==> src/rtl/irq_pkg.sv <==
// irq_pkg: shared types and helpers for the interrupt sequencer.
//   irq_state_t : sequencer FSM states
//   VECTOR_W    : handler address width
//   irq_vector  : handler address for a channel id (16-bit wrap-around)
package irq_pkg;

    typedef enum logic [1:0] {
        IRQ_IDLE,
        IRQ_SAVE,
        IRQ_VECTOR,
        IRQ_RESTORE
    } irq_state_t;

    localparam int unsigned VECTOR_W = 16;

    // base + id*stride, truncated to VECTOR_W bits
    function automatic logic [VECTOR_W-1:0] irq_vector(
        input logic [VECTOR_W-1:0] base,
        input logic [VECTOR_W-1:0] id,
        input logic [VECTOR_W-1:0] stride
    );
        return base + id * stride;
    endfunction

endpackage

==> src/rtl/irq_sequencer_prio.sv <==
// irq_priority_enc: combinational lowest-index-wins priority encoder.
// Ports:
//   eligible : candidate request vector
//   found_c  : at least one bit of eligible is set
//   id_c     : index of the lowest set bit (0 when found_c=0)
module irq_priority_enc #(
    parameter  int unsigned N_IRQ = 4,
    localparam int unsigned ID_W  = (N_IRQ > 1) ? $clog2(N_IRQ) : 1
) (
    input  logic [N_IRQ-1:0] eligible,
    output logic             found_c,
    output logic [ID_W-1:0]  id_c
);

    // Scan from the top down so the lowest set index is written last.
    always_comb begin
        found_c = 1'b0;
        id_c    = '0;
        for (int i = int'(N_IRQ) - 1; i >= 0; i--) begin
            if (eligible[i]) begin
                found_c = 1'b1;
                id_c    = ID_W'(i);
            end
        end
    end

endmodule

==> src/rtl/irq_sequencer.sv <==
// irq_sequencer: prioritised, optionally nestable interrupt sequencer beside
// the control FSM. Latches rising edges of irq, masks them, picks the lowest
// eligible channel on check, then emits take/save_state and the handler vector;
// rti pops the nesting stack and emits restore_state.
// Build option: define IRQ_NEST_EN for nesting up to NEST_DEPTH handlers;
// otherwise a single active handler blocks all channels.
// Ports:
//   clk, rst_n        : clock, asynchronous active-low reset
//   irq               : raw request lines (rising edge = request)
//   check, rti        : 1-cycle pulses from the control FSM
//   mask_we/mask_wdata: mask write (1 = enabled)
//   take, save_state  : 1-cycle pulse, handler entry
//   restore_state     : 1-cycle pulse, handler exit
//   vector_valid/vector: handler address pulse
//   busy, depth, active_id: nesting status
module irq_sequencer
    import irq_pkg::*;
#(
    parameter  int unsigned       N_IRQ         = 4,
    parameter  logic [15:0]       VECTOR_BASE   = 16'h0000,
    parameter  int unsigned       VECTOR_STRIDE = 7,
    parameter  int unsigned       NEST_DEPTH    = 4,
    parameter  logic [N_IRQ-1:0]  MASK_RESET    = '1,
    localparam int unsigned       ID_W          = (N_IRQ > 1) ? $clog2(N_IRQ) : 1,
    localparam int unsigned       DEPTH_W       = $clog2(NEST_DEPTH + 1)
) (
    input  logic                clk,
    input  logic                rst_n,
    input  logic [N_IRQ-1:0]    irq,
    input  logic                check,
    input  logic                rti,
    input  logic                mask_we,
    input  logic [N_IRQ-1:0]    mask_wdata,
    output logic                take,
    output logic                save_state,
    output logic                restore_state,
    output logic                vector_valid,
    output logic [VECTOR_W-1:0] vector,
    output logic                busy,
    output logic [DEPTH_W-1:0]  depth,
    output logic [ID_W-1:0]     active_id
);

`ifdef IRQ_NEST_EN
    localparam int unsigned EFF_DEPTH = NEST_DEPTH;
`else
    localparam int unsigned EFF_DEPTH = 1;
`endif

    irq_state_t             state, state_d;
    logic [N_IRQ-1:0]       irq_q;
    logic [N_IRQ-1:0]       pending;
    logic [N_IRQ-1:0]       mask;
    logic [N_IRQ-1:0]       lower;
    logic [N_IRQ-1:0]       eligible;
    logic [N_IRQ-1:0]       clr;
    logic                   found;
    logic [ID_W-1:0]        win_id;
    logic [ID_W-1:0]        id_q;
    logic [ID_W-1:0]        stack [EFF_DEPTH];
    logic                   take_d;
    logic                   restore_d;
    logic                   vv_d;
    logic [VECTOR_W-1:0]    vector_d;

    // Top of stack lives in entry 0; popped entries shift in zero so this
    // reads 0 whenever the stack is empty.
    assign active_id = stack[0];

    // Eligibility: only strictly higher-priority channels may preempt.
    always_comb begin
        lower = '0;
        for (int unsigned i = 0; i < N_IRQ; i++) begin
            lower[i] = (ID_W'(i) < active_id);
        end
        if (depth == '0) begin
            eligible = pending & mask;
        end else if (depth >= DEPTH_W'(EFF_DEPTH)) begin
            eligible = '0;
        end else begin
            eligible = pending & mask & lower;
        end
    end

    irq_priority_enc #(
        .N_IRQ (N_IRQ)
    ) u_prio (
        .eligible (eligible),
        .found_c  (found),
        .id_c     (win_id)
    );

    // Next state and next-cycle output pulses; rti has precedence over check.
    always_comb begin
        state_d   = state;
        take_d    = 1'b0;
        restore_d = 1'b0;
        vv_d      = 1'b0;
        vector_d  = '0;
        case (state)
            IRQ_IDLE: begin
                if (rti && (depth != '0)) begin
                    state_d   = IRQ_RESTORE;
                    restore_d = 1'b1;
                end else if (check && found) begin
                    state_d = IRQ_SAVE;
                    take_d  = 1'b1;
                end
            end
            IRQ_SAVE: begin
                state_d  = IRQ_VECTOR;
                vv_d     = 1'b1;
                vector_d = irq_vector(VECTOR_BASE, VECTOR_W'(id_q), VECTOR_W'(VECTOR_STRIDE));
            end
            IRQ_VECTOR:  state_d = IRQ_IDLE;
            IRQ_RESTORE: state_d = IRQ_IDLE;
            default:     state_d = IRQ_IDLE;
        endcase
    end

    // Channel being serviced is cleared from pending at the end of SAVE.
    assign clr = (state == IRQ_SAVE) ? (N_IRQ'(1) << id_q) : '0;

    // State register and registered output pulses.
    always_ff @(posedge clk or negedge rst_n) begin
        if (!rst_n) begin
            state         <= IRQ_IDLE;
            id_q          <= '0;
            take          <= 1'b0;
            save_state    <= 1'b0;
            restore_state <= 1'b0;
            vector_valid  <= 1'b0;
            vector        <= '0;
        end else begin
            state         <= state_d;
            take          <= take_d;
            save_state    <= take_d;
            restore_state <= restore_d;
            vector_valid  <= vv_d;
            vector        <= vector_d;
            if (take_d) begin
                id_q <= win_id;
            end
        end
    end

    // Edge detection, pending latch (new edge beats clear) and mask.
    always_ff @(posedge clk or negedge rst_n) begin
        if (!rst_n) begin
            irq_q   <= '0;
            pending <= '0;
            mask    <= MASK_RESET;
        end else begin
            irq_q   <= irq;
            pending <= (pending & ~clr) | (irq & ~irq_q);
            if (mask_we) begin
                mask <= mask_wdata;
            end
        end
    end

    // Nesting stack: push at the end of SAVE, pop at the end of RESTORE.
    always_ff @(posedge clk or negedge rst_n) begin
        if (!rst_n) begin
            for (int k = 0; k < int'(EFF_DEPTH); k++) begin
                stack[k] <= '0;
            end
            depth <= '0;
            busy  <= 1'b0;
        end else if (state == IRQ_SAVE) begin
            stack[0] <= id_q;
            for (int k = 1; k < int'(EFF_DEPTH); k++) begin
                stack[k] <= stack[k-1];
            end
            depth <= depth + DEPTH_W'(1);
            busy  <= 1'b1;
        end else if (state == IRQ_RESTORE) begin
            for (int k = 0; k < int'(EFF_DEPTH) - 1; k++) begin
                stack[k] <= stack[k+1];
            end
            stack[EFF_DEPTH-1] <= '0;
            depth <= depth - DEPTH_W'(1);
            busy  <= (depth != DEPTH_W'(1));
        end
    end

endmodule

==> config.mk <==
export PLATFORM = sky130hd
export DESIGN_NAME = irq_sequencer
export DESIGN_NICKNAME = d
export VERILOG_FILES = /design/src/rtl/irq_pkg.sv /design/src/rtl/irq_sequencer_prio.sv /design/src/rtl/irq_sequencer.sv
export SDC_FILE = /design/constraint.sdc
export NUM_CORES = 1
export LEC_CHECK = 0
export ABC_AREA = 0
export CAP_MARGIN = 20
export CORE_MARGIN = 5
export CORE_UTILIZATION = 50
export DETAILED_ROUTE_END_ITERATION = 6
export GPL_TIMING_DRIVEN = 1
export PLACE_DENSITY = 0.94
export SLEW_MARGIN = 20
export SYNTH_ARGS = -nofsm -noshare
export SYNTH_HDL_FRONTEND = slang
export SYNTH_SLANG_ARGS = --single-unit
==> constraint.sdc <==
create_clock -name clk -period 4.8 [get_ports clk]
set_clock_uncertainty 0.15 [all_clocks]
set_input_delay 0.48 -clock clk [delete_from_list [all_inputs] [get_ports clk]]
set_output_delay 0.48 -clock clk [all_outputs]
set_load 0.02 [all_outputs]
# After elaboration in Yosys (flattened, before gate mapping)
# Cells that the tools add are included.
# totals
regBits	41
inputBits	13
out_inout_bits	26
elab_cells	67
# op_classes
addsub	2
multipliers	1
magnitude_cmp	5
n_eq_ne	5
shift	1
n_mux	27
bitwise_logic	7
n_reduce_logical	7
# op_table
cell	count
4-bit AND	4
2-bit 2-to-1 mux	8
1-bit 2-to-1 mux	12
4-bit 2-to-1 mux	3
4-bit inverter	2
3-bit 2-to-1 mux	2
2-bit case mux with 3 select lines	1
2-bit by 3-bit multiplier with 5-bit output (second input constant)	1
5-bit 2-to-1 mux	1
2-bit == test (second input constant)	2
1-bit by 2-bit < comparator with 1-bit output (first input constant)	2
2-bit < comparator (first input constant)	2
4-bit bitwise OR	1
1-bit by 2-bit << shifter with 4-bit output (first input constant)	1
3-bit by 1-bit adder with 3-bit output (second input constant)	1
3-bit by 1-bit >= comparator with 1-bit output (second input constant)	1
3-bit logical NOT	1
3-bit by 1-bit inequality test with 1-bit output (second input constant)	1
3-bit inequality test (second input constant)	1
3-bit nonzero test	1
3-bit by 1-bit subtractor with 3-bit output (second input constant)	1
2-bit by 1-bit == test with 1-bit output (second input constant)	1
1-bit logical AND	2
2-bit logical NOT	1
other kinds (2)	2

# Longest topological paths before layout
# depth
word_depth	12
mapped_depth	7
mapped_depth_nobuf	7

# Hierarchy
# Synthesis repeated with hierarchy kept, for this count alone.
# unflattened
cells_unflattened	125
hier_area_um2	1426.4
# by_module_without_submodules
mod	instances	cells_each	area_each_um2	seq_area_each_um2
irq_sequencer	1	118	1391.3	755.7
irq_priority_enc	1	7	35.0	0.0

# Worst setup path before layout
# Ideal clock, no wire load.
# synth_timing
path_type	register -> register
from	reg depth[0]
to	reg id_q[0]
setup_ns	0.125
arrival_time_ns	1.899
required_ns	4.525
setup_slack_ns	2.626
path_stages_with_launch	8
path_buffers	0
period_less_slack_ns	2.174
path_cell_list	dfrtp_1 -> inv_1 -> ha_1 -> ha_1 -> a311o_2 -> o21ai_2 -> a311oi_4 -> mux2_4
# synth_between
elab_chain_len	11
word_cells_on_any_way	18
classes_between	order compare (1); mux (13); reduce/logical (4)
# synth_rtl
element	line_no	rtl
from (decl)	irq_sequencer.sv:40	output logic [DEPTH_W-1:0] depth,
from (signal assigned)	irq_sequencer.sv:175	depth <= depth + DEPTH_W'(1);
from (signal assigned)	irq_sequencer.sv:182	depth <= depth - DEPTH_W'(1);
3-bit by 1-bit >= comparator with 1-bit output	irq_sequencer.sv:78	end else if (depth >= DEPTH_W'(EFF_DEPTH)) begin
4-bit 2-to-1 mux	irq_sequencer.sv:78	
4-bit 2-to-1 mux	irq_sequencer.sv:76	if (depth == '0) begin
1-bit 2-to-1 mux (4 in a row)	irq_sequencer_prio.sv:20	if (eligible[i]) begin
1-bit logical AND	irq_sequencer.sv:105	end else if (check && found) begin
1-bit 2-to-1 mux	irq_sequencer.sv:105	
1-bit 2-to-1 mux *	irq_sequencer.sv:102	if (rti && (depth != '0)) begin
1-bit 2-to-1 mux *	irq_sequencer.sv:100	case (state)
net take_d	irq_sequencer.sv:61	logic take_d;
to (signal assigned)	irq_sequencer.sv:142	id_q <= win_id;
to (decl)	irq_sequencer.sv:59	logic [ID_W-1:0] id_q;
# The timed path passes the listed nets; every way through them passes the cells marked *.
# A chain may end at the register's enable or synchronous reset.

# Final worst setup path
# layout_timing
from	reg depth[0]
to	reg id_q[0]
# layout_between
elab_chain_len	11
word_cells_on_any_way	18
classes_between	order compare (1); mux (13); reduce/logical (4)
# layout_rtl
element	line_no
3-bit by 1-bit >= comparator with 1-bit output	irq_sequencer.sv:78
4-bit 2-to-1 mux	irq_sequencer.sv:78
4-bit 2-to-1 mux	irq_sequencer.sv:76
1-bit 2-to-1 mux (4 in a row)	irq_sequencer_prio.sv:20
1-bit logical AND	irq_sequencer.sv:105
1-bit 2-to-1 mux	irq_sequencer.sv:105
1-bit 2-to-1 mux	irq_sequencer.sv:102
1-bit 2-to-1 mux	irq_sequencer.sv:100
# Several ways; a longest one is shown, not always the timed one.

==> run summary <==
status - finished clean
library cells used by synthesis - 36
DR vias - 935
drt drc - 0
PnR worst setup slack - 2500 ps
Max clock buf depth - 2
DRT Wirelength - 2.67 mm
Ys Warns - 0
diode count - 0
setup violators final - 0
worst path required time - 4920 ps
synthesized area - 0.00140 mm^2
average size of a mapped cell - 11.8 um^2
power per standard cell area - 468 mW/mm^2
io pins - 39
die height - 63.0 um
Clock transition at path regs - 90 ps
CP bufs+invs - 1
Initial Utilization - 0.513
final worst path period need - 2300 ps
CTS sink count - 30
cell row count - 19
number of gates resized after CTS - 0
Hold Vio Cnt, Final - 0
clock root buffer - clkbuf_4
final core utilization - 0.627
worst vdd ir - 0.000302 V
crit-path most repeated cell - ha_1
largest net degree at the start of global routing - 31
Inserted Clock Buffers - 5
crit path cell chain - inv_1, ha_1, ha_1, o211ai_1, or2b_1, a32oi_1, mux2_4
Crit path arrival time - 2420 ps
Hold Buf Count CTS - 0
R2R Path End - id_q[0]
crit path max fanout - 6
Clock Latency Late Sink - 330 ps
area grow syn2layout - 22.2%
# nets final - 171
initial DRC count - 24
crit end category - flop
overall power - 0.803 mW
first-pass GRT wire length - 4.47 mm
Post-synth EDFFs - 0
P_leak - 0.798 nW
slowest cell delay on critical path - 520 ps
max cap viols - 0
post-DP HPWL - 2.05 mm
hold path depth - 1
Synth Flop Type - dfrtp_1
port bufs - 27
FFs w/ async S/R, synth - 1.00
CTS tree - done
RePlAce Congestion - 0.878
post-route ant nets - 0
Seq/Total Area, Yosys - 0.539
Worst setup startpoint - depth[0]
initial antenna violation count - 0
Max Fclk - 435 MHz
worst reg2reg path depth - 7
worst hold path class - flop to flop
htree depth - 2
Crit-path slowest cell - dfrtp_1
Detailed Routing Iterations Pass 1 - 4
Overflow after GRT - 0
vias in the first global route - 928
CP delay by family, top - compound AO/OA/AOI/OAI gates
share of layout cells above drive strength 1 - 0.147
drt wl/cell - 14.7 um
pre-CTS WS - 2540 ps
kind of critical path - flop to flop
TNS Setup - 0 ps
Die ar. - 0.00396 mm^2
Worst Setup Start Kind - flop
via/cell ratio - 5.17
r2r startpoint - depth[0]
Core Region - 0.00273 mm^2
hold path startpoint - irq_q[2]
postcts setup bufs - 0
unrepaired setup endpoints after global routing - no
fin crit share - 0.479
Yosys reg bits - 30
final max-slew violation count - 0
worst-case hold path end point - pending[2]
Horiz. Die Dim - 63.0 um
flop-to-flop setup slack - 2500 ps
post-synthesis cell count - 119
gr usage total - 0.147
worst max path at each step:
stage | endpoint | slack [ps] | depth (start not counted)
after global routing | id_q[0] | 2390 | 7
final | id_q[0] | 2500 | 7
after detailed placement | id_q[0] | 2540 | 7
after floorplan | id_q[0] | 2630 | 7
after global placement | id_q[0] | 2710 | 7
after CTS | id_q[0] | 2500 | 7
cell families (layout without fill, tap and decap cells):
| family | count (synthesis) | count (layout) | synth area share |
|---|---|---|---|
| flip-flops | 30 | 30 | 0.539 |
| buffers and inverters | 27 | 48 | 0.105 |
| AND/OR/NAND/NOR | 24 | 24 | 0.0972 |
| AO/OA/AOI/OAI | 21 | 21 | 0.120 |
| adder cells (fa/ha/maj) | 9 | 9 | 0.0803 |
| multiplexers | 5 | 5 | 0.0428 |
| XOR/XNOR | 2 | 2 | 0.0125 |
| other | 1 | 11 | 0.00267 |
synthesized netlist by cell type, types with 2 or more instances:
library cell  number  area [um^2]
dfstp_2            4          105
a21oi_1            2         10.0
nor3_1             3         15.0
nand2_1            6         22.5
nor2_1             3         11.3
inv_1             12         45.0
nand3_1            3         15.0
clkbuf_1           2         7.51
dfrtp_1           26          651
mux2_2             4         45.0
ha_1               9          113
o22ai_1            2         12.5
a22oi_1            2         15.0
and2_1             4         25.0
o21ai_0            5         25.0
buf_4             12         90.1
per-stage QoR:
step | cells | hold WS, ps | instance area [um^2]
after floorplan | 129 | 34.4 | 1440
after global placement | 173 | 255 | 1650
after detailed placement | 173 | 269 | 1650
after CTS | 181 | 282 | 1710
after global routing | 181 | 310 | 1710
final | 181 | 290 | 1710
registers in the layout (all words and copies together) (netlist names):
| register | flops |
|---|---|
| vector | 5 |
| irq_q | 4 |
| mask | 4 |
| pending | 4 |
| depth | 3 |
| active_id | 2 |
| id_q | 2 |
| state | 2 |
| busy | 1 |
| restore_state | 1 |
| save_state | 1 |
| vector_valid | 1 |
routing by layer:
layer | global-route usage | vias up | wire length (um)
li1 | - | 440 | -
met1 | 0.169 | 452 | 1090
met2 | 0.223 | 38 | 1300
met3 | 0.0683 | 5 | 217
met4 | 0.0796 | 0 | 53
met5 | 0 | - | 0
report_power, final:
| part | switching (mW) | leakage (nW) | internal [mW] |
|---|---|---|---|
| registers | 0.0708 | 0.359 | 0.304 |
| logic | 0.148 | 0.403 | 0.127 |
| clock network | 0.0825 | 0.0353 | 0.0709 |
layout make-up:
class	count	area, um^2
timing repair buffer	28	278
sequential	30	756
multi-input combinational	72	537
clock inverter	1	5.00
fill	214	1020
tap	31	38.8
inverter	12	45.0
clock buffer	7	55.1
cell usage in the layout (no fill, tap or decap), types with 2 or more instances in the layout:
cell type,Yosys,final
conb_1,1,11
a22oi_1,2,2
clkbuf_4,0,5
nand2_1,6,6
o22ai_1,2,2
and2_1,4,4
ha_1,9,9
nor3_1,3,3
o21ai_0,5,5
clkdlybuf4s50_1,0,27
a21oi_1,2,2
inv_1,12,12
mux2_2,4,4
dfrtp_1,26,26
nand3_1,3,3
dfstp_2,4,4
nor2_1,3,3
Power figures use the tool's default switching activity.
